## src/rtl/exec_ctrl_pkg.sv

```systemverilog
// Shared definitions for the run/step/halt sequencer: state encodings and
// default timing constants for the board clock.
package exec_ctrl_pkg;

    // Encodings are visible on the state output, so they are fixed values.
    typedef enum logic [1:0] {
        IDLE = 2'b00,
        RUN  = 2'b01,
        STEP = 2'b10,
        HALT = 2'b11
    } state_t;

    // Free-run rate is clk / (DIV_MAX + 1); about 1 Hz on a 50 MHz board clock.
    localparam int DEF_DIV_MAX   = 49_999_999;
    // Button must be stable this many cycles (20 ms at 50 MHz).
    localparam int DEF_DB_CYCLES = 1_000_000;

endpackage

```

## src/rtl/btn_debounce.sv

```systemverilog
// Push-button conditioner: 2-FF synchronizer, stability-counter debounce and
// a one-cycle pulse on each debounced rising edge.
module btn_debounce
    import exec_ctrl_pkg::*;
#(
    parameter int DB_CYCLES = DEF_DB_CYCLES
) (
    input  logic clk,
    input  logic rst_n,
    input  logic btn,
    output logic pulse
);

    localparam int             CNT_W    = $clog2(DB_CYCLES + 1);
    localparam logic [CNT_W-1:0] CNT_LAST = CNT_W'(DB_CYCLES - 1);

    logic             sync1;
    logic             sync2;
    logic             level;
    logic             level_d;
    logic [CNT_W-1:0] cnt;

    // Synchronize, then let the debounced level follow only after the synced
    // input has disagreed with it for DB_CYCLES consecutive cycles.
    always_ff @(posedge clk or negedge rst_n) begin
        if (!rst_n) begin
            sync1   <= 1'b0;
            sync2   <= 1'b0;
            level   <= 1'b0;
            level_d <= 1'b0;
            cnt     <= '0;
        end else begin
            sync1   <= btn;
            sync2   <= sync1;
            level_d <= level;
            if (sync2 == level) begin
                cnt <= '0;
            end else if (cnt == CNT_LAST) begin
                level <= sync2;
                cnt   <= '0;
            end else begin
                cnt <= cnt + CNT_W'(1);
            end
        end
    end

    assign pulse = level & ~level_d;

endmodule

```

## src/rtl/exec_ctrl.sv

```systemverilog
// Run/step/halt sequencer: issues one-cycle cpu_en advances at a prescaled
// rate in RUN or one per step press, stops on halt request or PC breakpoint,
// and counts issued advances.
module exec_ctrl
    import exec_ctrl_pkg::*;
#(
    parameter int DIV_MAX   = DEF_DIV_MAX,
    parameter int DB_CYCLES = DEF_DB_CYCLES,
    parameter int PC_W      = 32
) (
    input  logic            Clk,
    input  logic            Reset,
    input  logic            run_sw,
    input  logic            step_btn,
    input  logic            bp_en,
    input  logic [PC_W-1:0] bp_addr,
    input  logic [PC_W-1:0] pc,
    input  logic            halt_req,
    output logic            cpu_en,
    output logic [1:0]      state,
    output logic            halted,
    output logic [31:0]     cycle_cnt
);

    state_t      state_q;
    state_t      state_d;
    logic        cpu_en_q;
    logic        cpu_en_d;
    logic        skip_q;
    logic        skip_d;
    logic [31:0] div_q;
    logic [31:0] cycle_q;
    logic        run_s1;
    logic        run_s;
    logic        run_q;
    logic        step_pulse;
    logic        tick;
    logic        stop;
    logic        run_fall;

    btn_debounce #(
        .DB_CYCLES(DB_CYCLES)
    ) u_step_db (
        .clk  (Clk),
        .rst_n(Reset),
        .btn  (step_btn),
        .pulse(step_pulse)
    );

    // Run switch synchronizer plus one delayed copy for falling-edge detect.
    always_ff @(posedge Clk or negedge Reset) begin
        if (!Reset) begin
            run_s1 <= 1'b0;
            run_s  <= 1'b0;
            run_q  <= 1'b0;
        end else begin
            run_s1 <= run_sw;
            run_s  <= run_s1;
            run_q  <= run_s;
        end
    end

    assign tick     = (state_q == RUN) && (div_q == 32'(DIV_MAX));
    // skip masks the breakpoint until the first instruction after a resume.
    assign stop     = halt_req | (bp_en & ~skip_q & (pc == bp_addr));
    assign run_fall = run_q & ~run_s;

    // Prescaler runs only in RUN and wraps on the tick edge.
    always_ff @(posedge Clk or negedge Reset) begin
        if (!Reset) begin
            div_q <= '0;
        end else if (state_q != RUN || tick) begin
            div_q <= '0;
        end else begin
            div_q <= div_q + 32'd1;
        end
    end

    // Next state, registered enable and breakpoint skip flag.
    always_comb begin
        state_d  = state_q;
        cpu_en_d = 1'b0;
        skip_d   = skip_q;
        case (state_q)
            IDLE: begin
                if (run_s) begin
                    state_d = RUN;
                    skip_d  = 1'b1;
                end else if (step_pulse && !halt_req) begin
                    state_d  = STEP;
                    cpu_en_d = 1'b1;
                end
            end
            RUN: begin
                if (!run_s) begin
                    state_d = IDLE;
                end else if (tick && stop) begin
                    state_d = HALT;
                end else if (tick) begin
                    cpu_en_d = 1'b1;
                    skip_d   = 1'b0;
                end
            end
            STEP: begin
                state_d = IDLE;
            end
            HALT: begin
                if (step_pulse && !halt_req) begin
                    state_d  = STEP;
                    cpu_en_d = 1'b1;
                end else if (run_fall && !halt_req) begin
                    state_d = IDLE;
                end
            end
            default: state_d = IDLE;
        endcase
    end

    // FSM state register; cpu_en is registered so it is glitch-free.
    always_ff @(posedge Clk or negedge Reset) begin
        if (!Reset) begin
            state_q  <= IDLE;
            cpu_en_q <= 1'b0;
            skip_q   <= 1'b0;
        end else begin
            state_q  <= state_d;
            cpu_en_q <= cpu_en_d;
            skip_q   <= skip_d;
        end
    end

    // Count every issued advance, wrapping naturally at 32 bits.
    always_ff @(posedge Clk or negedge Reset) begin
        if (!Reset) begin
            cycle_q <= '0;
        end else if (cpu_en_q) begin
            cycle_q <= cycle_q + 32'd1;
        end
    end

    assign cpu_en    = cpu_en_q;
    assign state     = state_q;
    assign halted    = (state_q == HALT);
    assign cycle_cnt = cycle_q;

endmodule

```

## config.mk

```make
export PLATFORM = sky130hd
export DESIGN_NAME = exec_ctrl
export DESIGN_NICKNAME = d
export VERILOG_FILES = /design/src/rtl/exec_ctrl_pkg.sv /design/src/rtl/btn_debounce.sv /design/src/rtl/exec_ctrl.sv
export SDC_FILE = /design/constraint.sdc
export NUM_CORES = 1
export LEC_CHECK = 0
export ABC_AREA = 1
export CORE_AREA = 2 2 141 177
export CTS_CLUSTER_DIAMETER = 200
export CTS_CLUSTER_SIZE = 20
export DETAILED_ROUTE_END_ITERATION = 8
export DIE_AREA = 0 0 143 179
export PLACE_DENSITY = 0.43
export SLEW_MARGIN = 20
export SYNTH_ARGS = -nofsm -noshare
export SYNTH_HDL_FRONTEND = slang
export SYNTH_HIERARCHICAL = 1
export SYNTH_SLANG_ARGS = --single-unit
```

## constraint.sdc

```tcl
create_clock -name Clk -period 3.7 [get_ports Clk]
set_clock_uncertainty 0.15 [all_clocks]
set_input_delay 0.37 -clock Clk [delete_from_list [all_inputs] [get_ports Clk]]
set_output_delay 0.37 -clock Clk [all_outputs]
set_load 0.005 [all_outputs]
```

Yosys cells after proc, flatten, opt, wreduce, memory -nomap -nowiden
Cells that the tools add are included.

Latch bits: 0. Bits in writable memories: 0. Memories: 0. Memory bits (read-only): 0. Logic and storage cells: 72. Flip-flop bits (word level): 95.

Mux-type cells: 21. Divide/modulo/power cells: 0. $mul: 0. Reduce and logical (&&, ||, !) cells: 11. $lt $le $gt $ge: 0. $add $sub $neg: 3. Shifts and indexed selects: 0. Equal/unequal tests: 15. Bitwise operators: 9.

Operators with widths (number): adder 32 x 1 -> 32 bit (second input constant) (2); two-way mux 20 bit (2); equality test 32 x 26 -> 1 bit (second input constant) (1); equality test 32 bit (1); two-way mux 32 bit (1); adder 20 x 1 -> 20 bit (second input constant) (1); equality test 20 bit (second input constant) (1); two-way mux 2 bit (6); two-way mux 1 bit (9); != test 2 bit (second input constant) (4); one-hot mux 2 bit (4 select lines) (1); AND reduction 5 bit (1); AND 1 bit (4); equality test 2 bit (second input constant) (2); logical AND 1 bit (4); inverter 1 bit (4); != test 3 x 1 -> 1 bit (second input constant) (1); != test 3 x 2 -> 1 bit (second input constant) (1); != test 3 bit (second input constant) (1); one-hot mux 1 bit (3 select lines) (1); AND reduction 3 bit (1); equality test 2 x 1 -> 1 bit (second input constant) (1); zero test 2 bit (1); != test 2 x 1 -> 1 bit (second input constant) (1); 7 further kinds (7).

Logic depth before layout (Yosys ltp)
Gate-level depths: netlist (run 1).

Word-level depth: 8. Depth in mapped cells: 14.

Hierarchy
Netlist (run 1), hierarchy kept.

Modules (own cells, without submodules): exec_ctrl (area each 4593.2 µm², seq. area each 1776.7 µm², instances 1, cells each 609); btn_debounce (area each 1293.7 µm², seq. area each 600.6 µm², instances 1, cells each 163).

Least setup slack after synthesis (run 1)
Ideal clock, no wire load.

Path type: flip-flop to flip-flop. Start: reg div_q[0]. End: reg div_q[24]. Stages on the path, launching flop included: 12. Required time: 3.430 ns. Clock period less this slack: 1.775 ns. Setup time: 0.120 ns. Arrival: 1.506 ns. Path slack: 1.925 ns. Cells stage by stage: dfrtp_1 > ha_1 > nand3_4 > nor3_4 > nand2_4 > nor2_4 > nand2_2 > inv_2 > nand2_4 > nor2_4 > nand2_1 > nor3b_2.

Cells in the longest elaborated chain, start to end: 4.

RTL lines: start: declaration (RTL line exec_ctrl.sv:31) `logic [31:0] div_q;`; start signal: assignment (RTL line exec_ctrl.sv:75) `div_q <= div_q + 32'd1;`; parallel branches: the longest is 3 deep, another holds adder 32 x 1 -> 32 bit; two-way mux 32 bit * (RTL line exec_ctrl.sv:72) `end else if (state_q != RUN || tick) begin`.

Mark *: on every way between the ends. A chain may end at the register's enable or synchronous reset.

Worst setup path in the final report (run 1)
Start: reg div_q[0]. End: reg div_q[22].

Same word-level chain as after synthesis.

==> flow_metrics.tcl, run 1 <==
set metrics [dict create \
    setup_viol_count_final 0 \
    cp_common_cell "nor3_1" \
    antenna_found_initial 0 \
    initial_core_util_pct 24.4 \
    cts_resized 0 \
    status "finished with violations" \
    ys_seq_area_share_pct 40.4 \
    critPathSlowestCell "nand2_2" \
    maxCapViolCount 0 \
    drt_first_pass_iters 6 \
    path_class "reg -> reg" \
    crit_chain "ha_1 > nand3_4 > nor3_1 > nand4_2 > nand2_2 > nor3_1" \
    clock_power_share_pct 39.4 \
    power.net_switching_uw 656 \
    yosysTopAreaCell "dfrtp_1" \
    drc 0 \
    clockBufferDepth 2 \
    insertion_delay_ns 0.35 \
    ys_ff_latch 95 \
    vias 5119 \
    syn-num-nets 845 \
    grt_max_degree 61 \
    wirelength_mm 15.4 \
    finalHoldViolCount 58 \
    fill_cells 2639 \
    hold_buffers 0 \
    p_comb_share_pct 15.6 \
    cts_tree "yes" \
    violations "negative hold slack" \
    final_nets 959 \
    fin_area_um2 7640 \
    cts_setup_buffers 0 \
    overflow 0 \
    internal_power_mw 1.79 \
    maxSlewViolCount 0 \
    synth_cell_types 42 \
    track_usage_pct 12.7 \
    fin_crit_sh_pct 59.1 \
    first_iter_violations 244 \
    postSynthAreaPerCell_um2 7.63 \
    post_dp_cell_area_um2 7330 \
    clk_pin_slew_ns 0.07 \
    die_w_um 143 \
    ys.flop_type "dfrtp_1" \
    h-tree-depth 3 \
    rsz0062_at_grt "no" \
    hpwl_mm 12.4 \
    numCtsBuffers 9 \
    worstMarginPinSlew_ns 0.821 \
    setup_tns_ns 0 \
    fmax_ghz 0.457 \
    min_path_type "in -> async" \
    gp_congestion 0.855 \
    start_kind "flip-flop" \
    leakagePower_nw 3.26 \
    yosysWarnings 6 \
    syn_to_final_growth_pct 29.8 \
    antenna_left 0 \
    grt_pass1_vias 5367 \
    drive_gt1_share_pct 10.3 \
    yosys-top-cells-area "dfrtp_1 40%, nand2_1 11%, nor2_1 7.6%" \
    worstPathRequired_ns 3.75 \
    netlist_area_um2 5890 \
    grt_pass1_wl_mm 25.9 \
    max_stage_delay_ns 0.58 \
    powerDensity_nw_per_um2 320 \
    die_area_um2 25600 \
    pin_count 106 \
    core-area_um2 24100 \
    fin_crit_ns 2.19 \
    hold_ws_ns -0.0241 \
    synthCells 772 \
    vias_per_cell 4.19 \
    end_kind "flip-flop" \
    antenna_cells 0 \
    swShare_pct 26.8 \
    root_buffer "clkbuf_16" \
    drt-wirelength-per-cell_um 12.6 \
    synth_top_area_share_pct 40.4 \
    die_h_um 179 \
    crit_fanout 30 \
    async_flop_share_pct 100 \
    ir_drop_mv 0.151 \
    clkSinkCount 95 \
    port-buffer-count 105 \
    arrival_ns 2.24 \
    synth_edf_count 0 \
    p_seq_share_pct 45.0 \
    relSlewSlack_pct 45.3 \
    fp-row-count 64 \
]
==> placed cells by master, fill, tap and decap left out, drive strengths merged, types with 14 or more instances in the layout <==
master	count
nor2	143
nor3	40
nand3	45
nand4	27
inv	110
nand2	184
dfrtp	95
xnor2	27
a21oi	14
xor2	34
clkdlybuf4s50	104
==> registers in the layout, indices dropped and copies added (netlist names) <==
name               flops
state                  2
skip_q                 1
run_q                  1
div_q                 32
run_s1                 1
run_s                  1
u_step_db/level        1
cpu_en                 1
u_step_db/sync1        1
u_step_db/cnt         20
u_step_db/level_d      1
u_step_db/sync2        1
cycle_cnt             32
==> kinds of logic (layout without fill, tap and decap cells) <==
logic type | Yosys count | count (layout) | share of synthesized area, %
xor gates and xnor gates | 61 | 61 | 9.20
AOI/OAI and AO/OA | 31 | 31 | 2.91
buffers and inverters | 115 | 234 | 7.59
DFF | 95 | 95 | 40.4
adders and majority gates | 3 | 3 | 0.638
and+or+nand+nor | 467 | 467 | 39.3
==> synthesized netlist by cell type, types with 10 or more instances <==
library cell,instances
a21oi_1,13
dfrtp_1,95
inv_1,103
nand2_1,171
nand2_2,10
nand3_1,39
nand4_1,24
nor2_1,119
nor2_2,16
nor3_1,32
xnor2_1,27
xor2_1,33
==> worst max-delay path, delay by kind of cell, from the launching register on <==
family                   cells  cell delay (ns)
flip-flops                   1             0.39
adder cells (fa/ha/maj)      1             0.24
AND/OR/NAND/NOR              5             1.25
==> metal layers <==
layer	vias to the layer above	global-route usage [%]	share of wire (%)
li1	2672	-	-
met1	2299	15.1	44
met2	135	22.9	49
met3	13	2.83	5.0
met4	0	3.80	1.5
met5	-	0	0
==> power groups by stage <==
stage / Sequential, mW / Combinational [mW] / Clock [mW]
floorplan: 1.11 / 0.224 / 0
global placement: 1.12 / 0.395 / 0
detailed placement: 1.12 / 0.395 / 0
CTS: 1.10 / 0.396 / 1.01
global route: 1.10 / 0.436 / 1.05
finish: 1.10 / 0.383 / 0.964
==> final cells by class <==
| type | instances | area, um2 | share of cell area, % |
|---|---|---|---|
| Clock buffer | 11 | 253 | 3.31 |
| Multi-Input combinational cell | 562 | 3060 | 40.1 |
| Clock inverter | 5 | 56.3 | 0.737 |
| Sequential cell | 95 | 2380 | 31.1 |
| Tap cell | 330 | 413 | 5.40 |
| Timing Repair Buffer | 107 | 1060 | 13.9 |
| Inverter | 111 | 417 | 5.45 |
==> worst paths after layout <==
kind                                  from              end  slack, ns  depth (start not counted)
max in group asynchronous            Reset        div_q[31]       2.67                          2
setup / recovery                  div_q[0]        div_q[22]       1.51                          6
hold / removal                       Reset     cycle_cnt[7]      -0.02                          1
hold reg to reg            u_step_db/sync1  u_step_db/sync2       0.20                          0
setup reg to reg                  div_q[0]        div_q[22]       1.51                          6
min in group Clk           u_step_db/sync1  u_step_db/sync2       0.20                          0
==> metrics by stage <==
step           hold slack, ns  setup WS [ns]  cells  utilization (%)  power, mW
2_1_floorplan         -0.0756           1.92    772                -       1.34
3_3_place_gp            0.182           1.53   1205             30.4       1.51
3_5_place_dp            0.186           1.50   1205             30.4       1.52
4_1_cts                0.0113           1.49   1221             31.7       2.51
5_1_grt                0.0372           1.30   1221             31.7       2.60
6_report              -0.0241           1.51   1221             31.7       2.45
Power figures use the tool's default switching activity.
==> run 2: changes to the inputs <==
- PLACE_DENSITY: 0.43 -> 0.44
- clock period: 3.7 -> 1.84 ns (I/O delays scaled with it)
==> flow_metrics.tcl, run 2 (synthesized netlist as in run 1, its figures left out) <==
set metrics [dict create \
    status "finished clean" \
    insertion_delay_ns 0.36 \
    dp.cells 1272 \
    dr_wl_met3_um 814 \
    clkSinkCount 95 \
    drt_first_pass_iters 4 \
    final_nets 1051 \
    finalNonFillerCells 1313 \
    die_area_um2 25600 \
    worstPathRequired_ns 1.94 \
    fmax_ghz 0.545 \
    rsz0062_at_grt "yes" \
    track_usage_pct 13.1 \
    cts_tree "yes" \
    wl_met1_mm 7.21 \
    maxCapViolCount 0 \
    hold_ws_ns 0.114 \
    ir_drop_mv 0.350 \
    drc 0 \
    drive_gt1_share_pct 23.7 \
    h-tree-depth 3 \
    min_path_type "in -> reg" \
    syn_to_final_growth_pct 47.0 \
    relSlewSlack_pct 71.5 \
    first_iter_violations 214 \
    clockBufferDepth 2 \
    grt_pass1_wl_mm 26.5 \
    wl_met2_mm 8.11 \
    fin_area_um2 8650 \
    root_buffer "clkbuf_16" \
    antenna_found_initial 0 \
    vias_per_cell 4.24 \
    power.net_switching_mw 1.54 \
    die_h_um 179 \
    pin_count 106 \
    overflow 0 \
    wirelength_mm 16.4 \
    clk_pin_slew_ns 0.07 \
    p_comb_share_pct 18.7 \
    end_kind "flip-flop" \
    numCtsBuffers 9 \
    reg2reg_slack_ns 0.006 \
    powerDensity_nw_per_um2 592 \
    port-buffer-count 105 \
    mostFrequentLayoutCell "nand2_1" \
    core-area_um2 24100 \
    arrival_ns 1.93 \
    setup_viol_count_final 0 \
    initial_core_util_pct 24.4 \
    antenna_cells 0 \
    antenna_left 0 \
    path_class "reg -> reg" \
    worstMarginPinSlew_ns 0.424 \
    total_power_mw 5.12 \
    die_w_um 143 \
    top_layer_used "met4" \
    layout_common_cells "167 x nand2_1, 108 x nor2_1, 102 x clkdlybuf4s50_1" \
    post_dp_cell_area_um2 7870 \
    internal_power_mw 3.59 \
    grt_pass1_vias 5389 \
    swShare_pct 30.0 \
    gp_congestion 0.807 \
    clock_power_share_pct 38.1 \
    finalHoldViolCount 0 \
    fp-row-count 64 \
    start_kind "flip-flop" \
    drt-wirelength-per-cell_um 12.5 \
    vias 5562 \
    leakagePower_nw 3.85 \
    crit_fanout 5 \
    p_seq_share_pct 43.2 \
    fin_crit_ns 1.83 \
    grt_max_degree 36 \
    fin_crit_sh_pct 99.7 \
    hpwl_mm 13.0 \
    maxSlewViolCount 0 \
]
## run 2: cell types whose count changed in the layout (fill, tap and decap cells not counted), moves of 5 or more
cell	delta
nor2_4	+5
buf_4	+79
nand3_1	-6
nor2_2	+6
buf_6	+7
nor2_1	-11
nor3_1	-7
inv_1	-5
inv_2	+5
dfrtp_1	-10
dfrtp_2	+10
## run 2: layout make-up
| cell class | instances | area [um2] |
|---|---|---|
| Fill cell | 2551 | 15400 |
| Multi-Input combinational cell | 562 | 3280 |
| Sequential cell | 95 | 2390 |
| Timing Repair Buffer | 199 | 1840 |
| Inverter | 111 | 419 |
| Tap cell | 330 | 413 |
| Clock buffer | 9 | 225 |
| Clock inverter | 7 | 86.3 |
## run 2: per-stage QoR
step	setup slack (ns)	utilization [%]	TNS, ns
4_1_cts	-0.0561	34.5	-0.0921
5_1_grt	-0.128	35.9	-1.24
3_3_place_gp	-0.0523	32.7	-0.233
2_1_floorplan	0.0648	-	0
3_5_place_dp	-0.0653	32.7	-0.322
6_report	0.00624	35.9	0
## run 2: worst paths after layout
kind	from	endpoint	cells after the start
min in group asynchronous	Reset	div_q[19]	2
worst min register to register	u_step_db/sync1	u_step_db/sync2	0
worst max register to register	div_q[0]	div_q[24]	11
worst max-delay path	div_q[0]	div_q[24]	11
max in group asynchronous	Reset	cycle_cnt[7]	3
worst min-delay path	run_sw	run_s1	1
## run 2: what timing repair did
| action | 4_1_cts | 5_1_grt |
|---|---|---|
| pin swaps | 6 | 24 |
| hold endpoints to repair | 91 | 0 |
| hold buffers | 1 | 0 |
| endpoints found under the setup margin | 20 | 42 |
| gates resized for setup | 17 | 59 |
| buffers inserted | 6 | 18 |
| gates cloned | 0 | 0 |
## run 2: critical path, stage by stage (launching register included)
cell and delay (ns):
dfrtp_1 0.37, ha_1 0.21, nand3_4 0.13, nor3_4 0.19, nand2_4 0.11, nor2_4 0.12
nand2_2 0.06, inv_2 0.07, nand2_4 0.06, nor2_4 0.08, nand2_1 0.04, nor3b_2 0.14
## run 2: power groups by stage
stage,combinational [mW],clock [mW],sequential [mW]
after global routing,1.09,2.13,2.23
after floorplan,0.450,0,2.24
final,0.957,1.95,2.22
after CTS,0.938,2.03,2.22
after detailed placement,0.909,0,2.25
after global placement,0.909,0,2.25
## run 2: routing by layer
layer  vias to the layer above  track usage [%]
li1                       2847                -
met1                      2569             16.1
met2                       134             22.9
met3                        12             2.83
met4                         0             4.21
met5                         -                0
